File: src/rtl/ascon_pack.sv
// Shared types for the ASCON host-side block sequencer: block tags, FSM states, buffer entry width.
package ascon_pack;

  localparam int ASCON_RATE_W = 64;
  localparam int BLK_META_W   = 3;
  localparam int BLK_ENTRY_W  = ASCON_RATE_W + BLK_META_W;

  typedef enum logic [1:0] {
    BLK_AD = 2'b00,
    BLK_PT = 2'b01
  } blk_type_t;

  typedef enum logic [3:0] {
    S_IDLE   = 4'd0,
    S_START  = 4'd1,
    S_W_INIT = 4'd2,
    S_AD     = 4'd3,
    S_W_DA   = 4'd4,
    S_PT     = 4'd5,
    S_W_TC   = 4'd6,
    S_FIN    = 4'd7,
    S_W_FIN  = 4'd8,
    S_TAG    = 4'd9,
    S_ERR    = 4'd10
  } seq_state_t;

endpackage

File: src/rtl/ascon_blk_fifo.sv
// Synchronous FIFO with registered pointers; head is a direct read of the oldest entry (0-cycle peek).
// Pushes while full and pops while empty are dropped; flush empties it in one cycle.
module ascon_blk_fifo #(
  parameter int DEPTH = 2,
  parameter int WIDTH = 67
) (
  input  logic             clock_i,
  input  logic             resetb_i,
  input  logic             flush,
  input  logic             push,
  input  logic [WIDTH-1:0] push_data,
  input  logic             pop,
  output logic             full,
  output logic             empty,
  output logic [WIDTH-1:0] head
);

  localparam int AW = (DEPTH > 1) ? $clog2(DEPTH) : 1;
  localparam logic [AW:0] DEPTH_C = (AW+1)'(DEPTH);

  logic [WIDTH-1:0] mem [DEPTH];
  logic [AW-1:0]    wr_ptr;
  logic [AW-1:0]    rd_ptr;
  logic [AW:0]      count;
  logic             do_push;
  logic             do_pop;

  assign full    = (count == DEPTH_C);
  assign empty   = (count == '0);
  assign do_push = push && !full;
  assign do_pop  = pop && !empty;
  assign head    = mem[rd_ptr];

  always_ff @(posedge clock_i) begin
    if (do_push) mem[wr_ptr] <= push_data;
  end

  // Power-of-two depth lets the pointers wrap by plain overflow.
  always_ff @(posedge clock_i or negedge resetb_i) begin
    if (!resetb_i) begin
      wr_ptr <= '0;
      rd_ptr <= '0;
      count  <= '0;
    end else if (flush) begin
      wr_ptr <= '0;
      rd_ptr <= '0;
      count  <= '0;
    end else begin
      if (do_push) wr_ptr <= wr_ptr + 1'b1;
      if (do_pop)  rd_ptr <= rd_ptr + 1'b1;
      case ({do_push, do_pop})
        2'b10:   count <= count + 1'b1;
        2'b01:   count <= count - 1'b1;
        default: count <= count;
      endcase
    end
  end

endmodule

File: src/rtl/ascon_block_sequencer.sv
// Host-side scheduler for the ASCON core: buffers AD/PT blocks, issues them when the core is parked
// in the matching phase (pulses one cycle after the decision); host is stalled by blk_ready_o.
module ascon_block_sequencer
  import ascon_pack::*;
#(
  parameter int DATA_W     = 64,
  parameter int TAG_W      = 128,
  parameter int FIFO_DEPTH = 2,
  parameter int NUM_AD_BLK = 1,
  parameter int NUM_PT_BLK = 2
) (
  input  logic              clock_i,
  input  logic              resetb_i,
  input  logic              start_i,
  input  logic              blk_valid_i,
  output logic              blk_ready_o,
  input  logic [DATA_W-1:0] blk_data_i,
  input  logic [1:0]        blk_type_i,
  input  logic              blk_last_i,
  output logic              core_start_o,
  output logic              core_data_valid_o,
  output logic [DATA_W-1:0] core_data_o,
  input  logic              core_end_init_i,
  input  logic              core_end_da_i,
  input  logic              core_end_tc_i,
  input  logic              core_end_final_i,
  input  logic              core_cipher_vld_i,
  input  logic [DATA_W-1:0] core_cipher_i,
  input  logic [TAG_W-1:0]  core_tag_i,
  output logic              ct_valid_o,
  output logic [DATA_W-1:0] ct_data_o,
  output logic              tag_valid_o,
  output logic [TAG_W-1:0]  tag_o,
  output logic              busy_o,
  output logic              err_o
);

  localparam int ENTRY_W = DATA_W + (BLK_ENTRY_W - ASCON_RATE_W);
  localparam int AD_CW   = $clog2(NUM_AD_BLK + 1);
  localparam int PT_CW   = $clog2(NUM_PT_BLK + 1);
  localparam logic [AD_CW-1:0] AD_LAST = AD_CW'(NUM_AD_BLK - 1);
  localparam logic [PT_CW-1:0] PT_LAST = PT_CW'(NUM_PT_BLK - 1);
  localparam logic [PT_CW-1:0] PT_N    = PT_CW'(NUM_PT_BLK);

  seq_state_t        state, state_nx;
  logic              end_init_q, end_da_q, end_tc_q;
  logic              rise_init, rise_da, rise_tc;
  logic [AD_CW-1:0]  ad_cnt;
  logic [PT_CW-1:0]  pt_cnt;
  logic              fifo_full, fifo_empty, fifo_push, fifo_pop, fifo_flush;
  logic [ENTRY_W-1:0] fifo_head;
  blk_type_t         head_type;
  logic              head_last;
  logic [DATA_W-1:0] head_data;
  logic              issue, start_go, err_set, ad_inc, pt_inc;
  logic [DATA_W-1:0] issue_data;

  assign busy_o      = (state != S_IDLE) && (state != S_ERR);
  assign blk_ready_o = !fifo_full && busy_o;
  assign fifo_push   = blk_valid_i && blk_ready_o;

  assign head_type = blk_type_t'(fifo_head[ENTRY_W-1 -: 2]);
  assign head_last = fifo_head[DATA_W];
  assign head_data = fifo_head[DATA_W-1:0];

  // Edge detection keeps a phase level left over from the previous step from re-triggering.
  assign rise_init = core_end_init_i && !end_init_q;
  assign rise_da   = core_end_da_i && !end_da_q;
  assign rise_tc   = core_end_tc_i && !end_tc_q;

  ascon_blk_fifo #(
    .DEPTH (FIFO_DEPTH),
    .WIDTH (ENTRY_W)
  ) u_fifo (
    .clock_i   (clock_i),
    .resetb_i  (resetb_i),
    .flush     (fifo_flush),
    .push      (fifo_push),
    .push_data ({blk_type_i, blk_last_i, blk_data_i}),
    .pop       (fifo_pop),
    .full      (fifo_full),
    .empty     (fifo_empty),
    .head      (fifo_head)
  );

  always_comb begin
    state_nx   = state;
    issue      = 1'b0;
    issue_data = head_data;
    fifo_pop   = 1'b0;
    fifo_flush = 1'b0;
    start_go   = 1'b0;
    err_set    = 1'b0;
    ad_inc     = 1'b0;
    pt_inc     = 1'b0;
    case (state)
      S_IDLE: begin
        if (start_i) begin
          start_go = 1'b1;
          state_nx = S_START;
        end
      end
      S_START:  state_nx = S_W_INIT;
      S_W_INIT: if (rise_init) state_nx = S_AD;
      S_AD: begin
        if (!fifo_empty) begin
          if (head_type != BLK_AD || head_last != (ad_cnt == AD_LAST)) begin
            err_set = 1'b1;
          end else if (core_end_init_i) begin
            fifo_pop = 1'b1;
            issue    = 1'b1;
            ad_inc   = 1'b1;
            state_nx = (ad_cnt == AD_LAST) ? S_W_DA : S_W_INIT;
          end
        end
      end
      S_W_DA: if (rise_da) state_nx = S_PT;
      S_PT: begin
        if (!fifo_empty) begin
          if (head_type != BLK_PT || head_last != (pt_cnt == PT_LAST)) begin
            err_set = 1'b1;
          end else if ((pt_cnt == '0) ? core_end_da_i : core_end_tc_i) begin
            fifo_pop = 1'b1;
            issue    = 1'b1;
            pt_inc   = 1'b1;
            state_nx = S_W_TC;
          end
        end
      end
      S_W_TC: if (rise_tc) state_nx = (pt_cnt < PT_N) ? S_PT : S_FIN;
      S_FIN: begin
        issue      = 1'b1;
        issue_data = '0;
        state_nx   = S_W_FIN;
      end
      S_W_FIN: if (core_end_final_i) state_nx = S_TAG;
      S_TAG:   state_nx = S_IDLE;
      S_ERR: begin
        fifo_flush = 1'b1;
        if (start_i) begin
          start_go = 1'b1;
          state_nx = S_START;
        end
      end
      default: state_nx = S_IDLE;
    endcase
    // Ciphertext is only legitimate while the core is processing a text block.
    if (core_cipher_vld_i && state != S_W_TC && state != S_ERR) err_set = 1'b1;
    if (err_set) begin
      state_nx = S_ERR;
      fifo_pop = 1'b0;
      issue    = 1'b0;
      start_go = 1'b0;
      ad_inc   = 1'b0;
      pt_inc   = 1'b0;
    end
    if (start_go) fifo_flush = 1'b1;
  end

  always_ff @(posedge clock_i or negedge resetb_i) begin
    if (!resetb_i) begin
      state             <= S_IDLE;
      end_init_q        <= 1'b0;
      end_da_q          <= 1'b0;
      end_tc_q          <= 1'b0;
      ad_cnt            <= '0;
      pt_cnt            <= '0;
      core_start_o      <= 1'b0;
      core_data_valid_o <= 1'b0;
      core_data_o       <= '0;
      ct_valid_o        <= 1'b0;
      ct_data_o         <= '0;
      tag_valid_o       <= 1'b0;
      tag_o             <= '0;
      err_o             <= 1'b0;
    end else begin
      state             <= state_nx;
      end_init_q        <= core_end_init_i;
      end_da_q          <= core_end_da_i;
      end_tc_q          <= core_end_tc_i;
      core_start_o      <= start_go;
      core_data_valid_o <= issue;
      if (issue) core_data_o <= issue_data;
      ct_valid_o        <= core_cipher_vld_i;
      if (core_cipher_vld_i) ct_data_o <= core_cipher_i;
      tag_valid_o       <= (state == S_TAG);
      if (start_go)            tag_o <= '0;
      else if (state == S_TAG) tag_o <= core_tag_i;
      if (err_set)       err_o <= 1'b1;
      else if (start_go) err_o <= 1'b0;
      if (start_go) begin
        ad_cnt <= '0;
        pt_cnt <= '0;
      end else begin
        if (ad_inc) ad_cnt <= ad_cnt + 1'b1;
        if (pt_inc) pt_cnt <= pt_cnt + 1'b1;
      end
    end
  end

endmodule

File: config.mk
export PLATFORM = sky130hd
export DESIGN_NAME = ascon_block_sequencer
export DESIGN_NICKNAME = d
export VERILOG_FILES = /design/src/rtl/ascon_pack.sv /design/src/rtl/ascon_blk_fifo.sv /design/src/rtl/ascon_block_sequencer.sv
export SDC_FILE = /design/constraint.sdc
export NUM_CORES = 1
export LEC_CHECK = 0
export CAP_MARGIN = 30
export CORE_MARGIN = 10
export CORE_UTILIZATION = 46
export DETAILED_ROUTE_END_ITERATION = 12
export HOLD_SLACK_MARGIN = 0.15
export PLACE_DENSITY = 0.84
export SLEW_MARGIN = 25
export SYNTH_ARGS = -nofsm -noshare
export SYNTH_HDL_FRONTEND = slang
export SYNTH_SLANG_ARGS = --single-unit
export TNS_END_PERCENT = 20
File: constraint.sdc
create_clock -name clock_i -period 5 [get_ports clock_i]
set_clock_uncertainty 0.05 [all_clocks]
set_input_delay 1.25 -clock clock_i [delete_from_list [all_inputs] [get_ports clock_i]]
set_output_delay 1.25 -clock clock_i [all_outputs]
set_load 0.03 [all_outputs]
======== Word level (Yosys, flattened, before mapping) ========
Memories as Yosys holds them, arrays and structs flattened.
Index checks and enable logic that the tools add are counted.
operators by class
  bitwise gates (word level) .............. 1
  order comparisons ....................... 1
  muxes and demuxes ....................... 58
  add/subtract/negate cells ............... 6
  reduce and logical (&&, ||, !) cells .... 31
  equal/unequal tests ..................... 30
operators by type and width
  operator             count
  $mux 128             2
  $mux 64              1
  $mux 4               12
  $pmux 4 s9           1
  $mux 1               33
  $ne 3x3->1 const B   10
  $eq 4x3->1 const B   4
  $reduce_bool 2->1    7
  $eq 4x4->1 const B   3
  $reduce_and 11->1    1
  $logic_and 1x1->1    10
  $eq 4x2->1 const B   2
  $mux 2               4
  $logic_not 1->1      5
  $add 2x1->2 const B  2
  $eq 2x1->1 const B   2
  $eq 2x2->1 const B   2
  $eq 4x1->1 const B   1
  $logic_not 2->1      2
  $logic_not 4->1      1
  $ne 4x3->1 const B   1
  $ne 4x4->1 const B   1
  $pmux 1 s2           2
  $pmux 2 s2           1
  13 further kinds     17
storage, ports and cells
  bits in registers ....................... 275
  bits in writable memories ............... 134
  word-level logic and storage cells ...... 145
  input port bits ......................... 268
  output and inout port bits .............. 263
  memories kept ........................... 1
memory list
  memory      words  width  read ports  clocked after Yosys merged registers in  wr ports  RTL line              source
  u_fifo.mem  2      67     1           0                                        1         ascon_blk_fifo.sv:21  logic [WIDTH-1:0] mem [DEPTH];

======== Logic depth before layout (Yosys ltp) ========
Gate-level depths: netlist of run 1.
  word-level depth ........................ 12
  gate-level depth with buffers ........... 10
  depth with buffers taken out ............ 8

======== Modules after synthesis ========
Synthesis of run 1 repeated with hierarchy kept, for this count alone.
second synthesis, totals
  cells, all modules ...................... 1,164
  area, all modules ....................... 15,673.8 um^2
by module, submodules not included
  module                 area an instance (um^2)  instances  sequential area each (um^2)  cells each
  ascon_block_sequencer  10,636.5                 1          6,781.5                      931
  ascon_blk_fifo         5,037.3                  1          4,124.0                      233

======== Worst setup path after synthesis of run 1 ========
No wires, ideal clock.
  kind .................................... input -> register
  from .................................... input port blk_valid_i
  to ...................................... memory u_fifo.mem[0][0] (enable)
  required time ........................... 4,457 ps
  path buffers ............................ 0
  setup time .............................. 493 ps
  data arrival time ....................... 4,283 ps
  slack ................................... 174 ps
  stages .................................. 2
  cells stage by stage .................... nand3_1 -> nor2_1
between the ends
  word-level cells in the longest chain between the ends .. 4
ends and longest elaborated chain
  what                          RTL line                     source
  start, declared               ascon_block_sequencer.sv:15  input logic blk_valid_i,
  $logic_and 1x1->1             ascon_block_sequencer.sv:60  assign fifo_push = blk_valid_i && blk_ready_o;
  $logic_and 1x1->1             ascon_blk_fifo.sv:30         assign do_push = push && !full;
  $mux 1                        ascon_blk_fifo.sv:35         if (do_push) mem[wr_ptr] <= push_data;
  $mux 1 (implied by the code)  ascon_blk_fifo.sv:35
  end, declared                 ascon_blk_fifo.sv:21
Every way passes these cells.

======== Worst setup path after layout of run 1 ========
  from .................................... register state[3]
  to ...................................... output port blk_ready_o
between the ends
  word-level cells in the longest chain between the ends .. 3
  elaborated cells between the ends (all ways) .. 4
  classes of those cells .................. eq/ne: 1; reduce/logical: 3
ends and longest elaborated chain
  what                                             RTL line                      source
  start, declared                                  ascon_block_sequencer.sv:45   seq_state_t state, state_nx;
  start signal, assigned                           ascon_block_sequencer.sv:177  state <= state_nx;
  $ne 4x4->1 or $reduce_bool 4->1 (tied branches)  ascon_block_sequencer.sv:58   assign busy_o = (state != S_IDLE) && (state != S_ERR);
  $logic_and 1x1->1 (*)                            ascon_block_sequencer.sv:58
  $logic_and 1x1->1 (*)                            ascon_block_sequencer.sv:59   assign blk_ready_o = !fifo_full && busy_o;
  end, declared                                    ascon_block_sequencer.sv:16   output logic blk_ready_o,
Every way passes the cells marked *; elsewhere a longest branch is shown, timed or not.

==> parameters.txt, run 1 <==
Parameter                              Value

Run status
  Outcome    complete, no violations

CTS
  Clock tree from TritonCTS    yes
  Setup Buffers After CTS    0
  Clock buffer depth    3
  Root buffer cell    sky130_fd_sc_hd__clkbuf_16
  Clock latency reported for the late side of the worst-skew pair    530 ps
  Clock transition at path regs    60 ps
  Number of gates resized after CTS    0
  Number of hold buffers added after cts    0
  Number of sinks handled by clock tree synthesis    409
  TritonCTS buffer count    43
  Clock H-tree levels    2

Yosys
  Mean area per synthesized cell    12.7 sq um
  Sequential share of the synthesized area    68.5%
  Cell area after synthesis    15,900 sq um
  Distinct cells, synth    46
  Instance count of the mapped netlist    1,253
  Proportion of synthesized flip-flops having asynchronous set or reset    67.2%
  Net Count, Synth    1,523
  Biggest area contributors in the synthesized netlist    sky130_fd_sc_hd__dfrtp_1 (43%), sky130_fd_sc_hd__edfxtp_1 (25%), sky130_fd_sc_hd__nand2_1 (6.2%)
  Number of enable flip-flop cells after synthesis    134
  Top-area cell type share of the netlist area    43.2%
  Number of warnings reported in the yosys synthesis log    0
  Dominant register cell in the synthesized netlist    sky130_fd_sc_hd__dfrtp_1
  Largest area contributor in the synthesized netlist    sky130_fd_sc_hd__dfrtp_1
  Flip-flop and latch count after synthesis    409

Timing
  Relative slew margins    34.7%
  Max Freq    0.260 GHz
  Worst Tran Pin Value    980 ps
  Count of endpoints failing hold in the final timing report    0
  Unrepaired setup endpoints after global routing    no
  Fraction of the cycle the final worst path needs    76.9%
  # setup viols final    0
  Setup Total Neg Slack    0 ps
  Number of pins with negative max-slew slack in the final report    0
  Final worst path period need    3840 ps
  Post-route setup slack    1160 ps

GRT
  Vias in the first global route    12,600
  Gr ovfl total    0
  Antenna violations before repair    10
  Global-route wire length before repair    76,100 um
  Overall track demand over capacity in global routing    23.3%
  Largest net degree at the start of global routing    130

Worst setup path
  Data arrival at the endpoint of the critical path    2540 ps
  Kind of cell with the highest combined delay on the critical path    buffers and inverters
  Critical Path Start Type    flip-flop
  Critical path class    flip-flop to output port
  Worst path required time    3700 ps
  Cell-by-cell listing of the critical path    xor2_1 > nor3_1 > inv_1 > and2_1 > clkdlybuf4s50_1
  CP max stage cell    sky130_fd_sc_hd__clkdlybuf4s50_1
  Worst path bufs/invs    2
  Sort of element at the end of the critical path    output port
  Peak fanout along the critical path    14
  Biggest cell delay along the critical path    620 ps

Floorplanning
  Horizontal die dimension    206 um
  I/O pin count    531
  Std-Cell Rows    68
  Initial core utilization    46.3%
  DIE AREA    42,500 sq um
  Die Span Y    206 um
  Std-Cell Core Area    34,400 sq um

Routing
  Number of routed nets with antenna violations    0
  Detailed-route DRC error count    0
  Routed wire per std cell    23.0 um
  Number of vias after detailed routing    12,200
  Total wire length after detailed routing    51,700 um
  Number of DRC markers in iteration 0    848
  Pre-Repair DR Iteration Count    6
  Vias per Instance    5.43

Finish
  Cell area after layout    23,000 sq um
  NumNets Final    2,020
  Fin util    67.0%
  Area growth syn-to-layout    44.6%
  Share of final-layout standard cells stronger than drive strength 1    9.53%
  Number of filler instances in the final layout    2,366

Flow run
  Max-cap viol count    0

Placement
  Global placement routability congestion    0.847
  Dpl ws    1550 ps
  Number of input and output port buffers inserted    530
  Half-perimeter wire length after placement    36,500 um
  Placement Cell Area    21,600 sq um

Pwr
  PwrDens    539 nW/um^2
  Final Total Pwr    12,400 uW
  Leakage power of the design    0.00893 uW
  Worst vdd ir    536 uV

Min path
  Min-Delay Path Class    flip-flop to flip-flop
-- worst reg2reg max path: cells and delay by family (launching register included) --
kind	cells	cell delay [ps]
buffers and inverters	2	1230
flip-flops	1	550
AO/OA/AOI/OAI	1	170
AND/OR/NAND/NOR	3	1040
-- synthesized netlist by cell type (all sizes together) (2+ instances only) --
master / instances
dfrtp: 275
nand2: 265
edfxtp: 134
a21oi: 133
o21ai: 73
clkbuf: 66
mux2: 66
mux2i: 66
o41ai: 64
buf: 31
nor2: 19
inv: 9
xnor2: 7
nor3: 6
nand2b: 5
nor3b: 5
o221ai: 4
nand3: 3
nand4: 3
ha: 2
xor2: 2
-- sequential cells by signal (all words and copies together), names as in the netlist, 2 cells and up --
name          count
u_fifo.mem      134
tag_o           128
core_data_o      64
ct_data_o        64
state             4
pt_cnt            2
u_fifo.count      2
-- cell type report --
| cell class | instances | area (sq um) | share of cell area, % |
|---|---|---|---|
| inverter | 9 | 36.3 | 0.157 |
| clock buffer | 56 | 1230 | 5.33 |
| sequential | 409 | 10900 | 47.4 |
| multi-input combinational | 738 | 4590 | 19.9 |
| tap | 455 | 569 | 2.47 |
| timing repair buffer | 549 | 5520 | 24.0 |
| antenna | 6 | 15.0 | 0.0652 |
| clock inverter | 22 | 169 | 0.733 |
-- logic make-up (layout without fill, tap and decap cells) --
kind of cell | count (synthesis) | in the layout | synth area share [%]
AO/OA/AOI/OAI | 284 | 284 | 11.1
XOR/XNOR | 9 | 9 | 0.495
adder cells (fa/ha/maj) | 2 | 2 | 0.157
buffers and inverters | 106 | 636 | 2.95
flip-flops | 409 | 409 | 68.5
multiplexers | 132 | 132 | 8.89
other | 0 | 6 | 0
AND/OR/NAND/NOR | 311 | 311 | 8.00
-- metrics by stage --
step,hold slack (ps),instances
after detailed placement,430,2160
after floorplan,428,1253
after global routing,475,2241
after global placement,422,2159
after CTS,455,2238
final,449,2244
-- path summary, 6_finish.rpt --
check,from,endpoint,slack [ps],cells after the start
max,state[3],blk_ready_o,1160,5
min,core_data_o[48],core_data_o[48],450,2
max reg2reg,state[1],tag_o[50],1870,6
min reg2reg,core_data_o[48],core_data_o[48],450,2
max in group asynchronous,resetb_i,tag_o[51],3050,2
min in group asynchronous,resetb_i,tag_o[100],700,1
-- power breakdown --
group / internal [uW] / switching [uW] / total, uW
combinational: 1700 / 2750 / 4450
sequential: 4370 / 476 / 4840
clock: 1830 / 1290 / 3120
-- cell usage in the layout, fill, tap and decap left out, drive strengths merged, types with 6 or more instances in the layout --
master,synthesis,routed
clkdlybuf4s50,0,528
dfrtp,275,275
nand2,265,265
edfxtp,134,134
a21oi,133,133
o21ai,73,73
mux2,66,66
mux2i,66,66
o41ai,64,64
clkbuf,66,56
buf,31,21
nor2,19,19
clkinv,0,17
inv,9,10
xnor2,7,7
diode,0,6
nor3,6,6
-- per-layer routing --
metal,up-vias,share of wire [%],global-route usage [%],wire length [um]
met3,117,8.9,6.96,4580
met1,6053,37,27.2,19200
met4,6,4.6,10.5,2380
met2,541,49,39.0,25400
li1,5466,-,-,-
met5,-,0.085,0,44
No activity file was read; power rests on OpenSTA's default activity.
==> run 2, diff against run 1 <==
- CORE_UTILIZATION: 46 -> 42
- PLACE_DENSITY: 0.84 -> 0.81
- clock period: 5 -> 3.1 ns (I/O delays scaled with it)
==> parameters.txt, run 2 (synthesized netlist as in run 1, its figures left out) <==
Parameter                              Value

Worst setup path
  Data arrival at the endpoint of the critical path    2120 ps
  Worst path bufs/invs    2
  Biggest cell delay along the critical path    490 ps
  Worst path required time    2270 ps
  Peak fanout along the critical path    11
  Critical path class    flip-flop to output port
  Number of logic stages on the critical path including buffering    4
  Sort of element at the end of the critical path    output port
  Cell-by-cell listing of the critical path    nor3_1 > inv_1 > and2_1 > dlygate4sd2_1
  Launch point of the critical path    state[0]
  Critical register-to-register path startpoint    u_fifo.rd_ptr
  CP max stage cell    sky130_fd_sc_hd__dfrtp_1
  Critical Path Start Type    flip-flop
  FF-to-FF path depth    7
  Kind of cell with the highest combined delay on the critical path    buffers and inverters

Timing
  Fraction of the cycle the final worst path needs    95.1%
  # setup viols final    0
  Max Freq    0.339 GHz
  Worst Tran Pin Value    851 ps
  Setup Total Neg Slack    0 ps
  Final worst path period need    2950 ps
  Post-route setup slack    153 ps
  Relative slew margins    43.3%
  Number of pins with negative max-slew slack in the final report    0
  Unrepaired setup endpoints after global routing    no
  Count of endpoints failing hold in the final timing report    0

GRT
  Gr ovfl total    0
  Vias in the first global route    12,300
  Antenna violations before repair    13
  Overall track demand over capacity in global routing    21.8%
  Largest net degree at the start of global routing    136
  Global-route wire length before repair    77,900 um

Placement
  Number of input and output port buffers inserted    530
  Half-perimeter wire length after placement    37,100 um
  Dpl ws    166 ps
  Global placement routability congestion    0.825

Routing
  Number of vias after detailed routing    12,100
  Number of DRC markers in iteration 0    1,050
  Vias per Instance    5.25
  Number of routed nets with antenna violations    0
  Total wire length after detailed routing    52,100 um
  Routed wire per std cell    22.6 um
  Pre-Repair DR Iteration Count    5
  Detailed-route DRC error count    0

Min path
  Hold Crit Depth    2
  Min-Delay Path Class    flip-flop to flip-flop
  Startpoint of the worst hold path    core_data_o[48]

Finish
  Area growth syn-to-layout    46.0%
  Share of final-layout standard cells stronger than drive strength 1    10.5%
  Most common cell after layout, fill and taps aside    sky130_fd_sc_hd__clkdlybuf4s50_1
  Highest-count cells in the layout ignoring fill and taps    sky130_fd_sc_hd__clkdlybuf4s50_1 (526), sky130_fd_sc_hd__dfrtp_1 (274), sky130_fd_sc_hd__nand2_1 (265)
  NumNets Final    2,030
  Register with the highest flop count    u_fifo.mem
  Largest registers ranked by flip-flop count    u_fifo.mem (134), tag_o (128)
  Largest register FFs    134

Floorplanning
  Initial core utilization    42.4%
  Std-Cell Rows    71
  Horizontal die dimension    215 um
  DIE AREA    46,100 sq um
  Std-Cell Core Area    37,600 sq um
  I/O pin count    531
  Die Span Y    215 um

Pwr
  Worst vdd ir    792 uV
  Leakage power of the design    0.00900 uW
  PwrDens    867 nW/um^2

CTS
  Root buffer cell    sky130_fd_sc_hd__clkbuf_16
  Clock H-tree levels    2
  Clock buffer depth    3
  Number of sinks handled by clock tree synthesis    409
  TritonCTS buffer count    42
  Clock latency reported for the late side of the worst-skew pair    570 ps
  Clock transition at path regs    70 ps
  Clock tree from TritonCTS    yes

Flow run
  Max-cap viol count    0

Run status
  Outcome    complete, no violations
-- run 2: cell count changes in the layout (fill, tap and decap cells not counted), sizes merged --
cell | previous run | this run
buf | 21 | 31
clkbuf | 56 | 48
inv | 10 | 13
bufinv | 2 | 4
clkdlybuf4s50 | 528 | 526
clkinv | 17 | 15
clkinvlp | 2 | 4
dlygate4sd2 | 0 | 2
dlygate4sd3 | 0 | 1
-- run 2: timing repair --
action | in CTS | in global routing
buffers inserted | 0 | 0
endpoints found under the hold margin | 16 | 0
setup endpoints to repair | 2 | 0
hold buffers | 1 | 0
gates resized for setup | 2 | 0
-- run 2: final timing paths --
kind                                   end  slack (ps)
max                            blk_ready_o         150
min                        core_data_o[48]         450
max reg2reg                core_data_o[13]         630
min reg2reg                core_data_o[48]         450
max in group asynchronous        tag_o[96]        1350
min in group asynchronous        tag_o[44]         740
-- run 2: power breakdown --
group / internal [uW] / switching (uW) / total, uW
Clock: 2940 / 2150 / 5090
Sequential: 7030 / 714 / 7750
Combinational: 2820 / 4510 / 7320
-- run 2: metrics by stage --
step           area (sq um)  util, %  power [uW]  hold slack, ps  instances
2_1_floorplan         15900        -       11800             428       1253
6_report              23300     61.9       20200             453       2308
5_1_grt               23200     61.9       21100             472       2306
3_3_place_gp          21800     58.1       15000             427       2226
4_1_cts               23200     61.8       20300             455       2302
3_5_place_dp          21800     58.1       15200             435       2226
-- run 2: metal layers --
metal | GRT usage, % | vias up | share of wire (%)
met2 | 37.7 | 540 | 51
li1 | - | 5494 | -
met4 | 8.41 | 10 | 3.3
met5 | 0 | - | 0.12
met1 | 24.7 | 5982 | 37
met3 | 6.71 | 89 | 8.7
-- run 2: area by class of cell --
type	count	area, sq um
Fill cell	2862	14300
Sequential cell	409	10900
Timing Repair Buffer	560	5670
Multi-Input combinational cell	738	4590
Clock buffer	48	1110
Tap cell	511	639
Clock inverter	27	277
Inverter	9	36.3
Antenna cell	6	15.0
-- run 2: worst reg2reg max path: cells and delay by family (launching register included) --
family / cells / cell delay [ps]
and+or+nand+nor: 1 / 130
muxes: 1 / 220
buffers and inverters: 1 / 390
xor gates and xnor gates: 1 / 390
DFF: 1 / 530
AOI/OAI and AO/OA: 3 / 650
